===== src/rtl/lane_popcount.sv =====
// Per-word lane statistics for the 8-lane receive data path.
// Counts valid lanes and flags masks that are not a solid run from lane 0.
module lane_popcount (
    input  logic [7:0] mask,
    output logic [3:0] count,
    output logic       contiguous
);

    // Number of valid byte lanes in this word.
    always_comb begin
        count = '0;
        for (int i = 0; i < 8; i++) begin
            count = count + {3'b0, mask[i]};
        end
    end

    // A mask of the form 2^k-1 has no bit overlapping with mask+1.
    always_comb begin
        contiguous = ((mask + 8'd1) & mask) == 8'd0;
    end

endmodule


===== config.mk =====
export PLATFORM = sky130hd
export DESIGN_NAME = lane_popcount
export DESIGN_NICKNAME = d
export VERILOG_FILES = /design/src/rtl/lane_popcount.sv
export SDC_FILE = /design/constraint.sdc
export NUM_CORES = 1
export LEC_CHECK = 0
export CORE_AREA = 2 2 39 41
export DETAILED_ROUTE_END_ITERATION = 10
export DIE_AREA = 0 0 41 43
export GPL_TIMING_DRIVEN = 1
export PLACE_DENSITY = 0.53
export SLEW_MARGIN = 20
export SYNTH_ARGS = -nofsm -noshare
export SYNTH_HDL_FRONTEND = slang
export SYNTH_SLANG_ARGS = --single-unit

===== constraint.sdc =====
create_clock -name vclk -period 4.8
set_input_delay 0.96 -clock vclk [all_inputs]
set_output_delay 0.96 -clock vclk [all_outputs]
set_load 0.01 [all_outputs]

==> metrics.md, run 1 <==
| Metric | Value |
|---|---|
| Fmax | 214.9 MHz |
| First-pass GRT wire length | around 780 um |
| Synth area leaders | fa_1, ha_1, inv_1, a2111oi_2, mux2i_1 |
| Fill cells | 151 |
| FP Rows | 14 |
| Syn Std Cell Area | 255.2 um2 |
| Vias in the first global route | 215 |
| Min Clock Period, post-route | 4.653 ns |
| Via Count | 228 |
| Startpoint Class | input pin |
| Detail Route Antenna Nets | 0 |
| Netlist cell types | 12 |
| Min-delay worst type | input pin to output port |
| Layout area overhead | 69.12% |
| CP Max Fanout | 2 |
| Post-Route WL | 488 um |
| Mapped Cells | 30 |
| Synth Net Count | 47 |
| Worst setup EP type | output port |
| Die Area | 1763 um2 |
| I/O Pins | 13 |
| Sequential cells | 0 |
| Worst slew pin tran | 0.2603 ns |
| Hpwl dp | 433.2 um |
| Core area | 1384 um2 |
| Storage cell area | 0 um2 |
| DRC errors left | 0 |
| Worst Setup Path Type | input pin to output port |
| Endpoints failing hold | 0 |
| Synth area leader | fa_1 |
| Worst VDD drop | 0.00005940 V |
| Final nets | between 60 and 70 |
| Final setup margin | 0.1469 ns |
| Post-CTS Setup Bufs | 0 |
| Drt first pass iters | 2 |
| Pre-CTS setup slack | -0.3995 ns |
| Port Buffers | 13 |
| Vias per std cell | around 3.6 |
| Power per cell area | 176.7 nW/um2 |
| Status | completed |
| Diode count | 0 |
| RSZ-0062 raised after global routing | no |
| WL/cell | 7.746 um |
| Total grt overflow | 0 |
| Ratio of cells with drive above 1 in the final layout | 19.15% |
| Die Ht | 43 um |
| Pin count of the biggest net entering global routing | 4 |
| Share of the synthesized area in the top cell type | 31.37% |
| Syn avg cell area | 8.508 um2 |
| DRT iter0 DRCs | 1 |
| Crit path DAT | 3.69 ns |
| Fin util | 31.19% |
| Final Cycle Share | 96.94% |
| Clock Buffer Count | 0 |
| Initial Util | 18.44% |
| YS warnings | 0 |
| Most frequent cells in the layout | inv_1, clkdlybuf4s50_1, fa_1, ha_1, buf_4 |
| Total GRT Usage | approximately 6% |
| LEAKAGE | roughly 0.00024 uW |
| DIE WIDTH | 41 um |
| Commonest non-fill, non-tap cell in the layout | inv_1 |
| Post-synthesis sequential area ratio | 0% |
| Initial antenna violation count | 0 |
| Slew Limit Fails | 0 |
| Slew headroom | a little over 80% |
| Max-cap violations | 0 |
| # setup viols final | 0 |
| Hold WS | 2.705 ns |
| Worst Path Required | 3.84 ns |
| RePlAce Congestion | 0.6635 |
[critical path, stage by stage]
cell and delay (ns):
dlygate4sd2_1 0.26, fa_1 0.53, inv_1 0.05, fa_1 0.49, fa_1 0.41, inv_1 0.07, ha_2 0.17, inv_1 0.05
fa_1 0.47, inv_1 0.04, clkdlybuf4s15_1 0.22
[timing repair]
action / CTS / global route
endpoints found under the setup margin: 3 / 3
hold buffers: 0 / 0
endpoints found under the hold margin: 0 / 0
gates resized for setup: 7 / 3
[metal layers]
metal	routed length [um]	share of wire, %	GRT usage [%]	vias to the layer above
met1	207	42	8.065	99
met5	0	0	0	-
li1	-	-	-	124
met4	0	0	0	0
met3	41	8.4	0	0
met2	240	49	10.63	5
[worst paths after layout]
check / cells past startpoint / slack (ns) / start / end
max: 11 / 0.15 / mask[0] / count[1]
min: 5 / 2.70 / mask[3] / count[2]
[Yosys cell counts, drive strengths merged]
master    n
a2111oi   1
a21o      1
a21oi     1
fa        4
ha        5
inv      13
mux2i     1
nand3     1
nor2b     1
o22ai     1
xnor2     1
[report_power, final]
group | internal [uW] | switching (uW)
Clock | 0 | 0
Combinational | 41.9 | 34.4
Sequential | 0 | 0
Total | 41.9 | 34.4
[metrics by stage]
step                      setup TNS (ns)  instance area, um2  total power (uW)  std cells
final                                  0               431.7             76.26         63
after global routing                   0               431.7             89.85         63
after CTS                              0               432.9             78.90         63
after detailed placement         -0.8589               435.4             83.86         63
after global placement           -0.8779               435.4             84.35         63
after floorplan                        0               255.2             41.63         30
[cells by family (layout without fill, tap and decap cells)]
group / after synthesis / count (layout) / share of synthesized area [%]
mux: 1 / 1 / 3.922
xor+xnor: 1 / 1 / 3.432
buf+inv: 13 / 30 / 19.12
compound gates: 4 / 4 / 13.23
fa+ha+maj: 9 / 9 / 55.88
simple gates: 2 / 2 / 4.411
[cell type report]
cell class	instances	area, um2	share of cell area (%)
Multi-Input combinational cell	17	209.0	48.41
Timing Repair Buffer	17	153.9	35.65
Inverter	13	48.80	11.30
Tap cell	16	20.02	4.638
Power figures use the tool's default switching activity.
==> run 2: changes to the inputs <==
- TNS_END_PERCENT: default -> 10
==> results of run 2 <==
The final DEF is identical to that of run 1; final timing and power are the same.
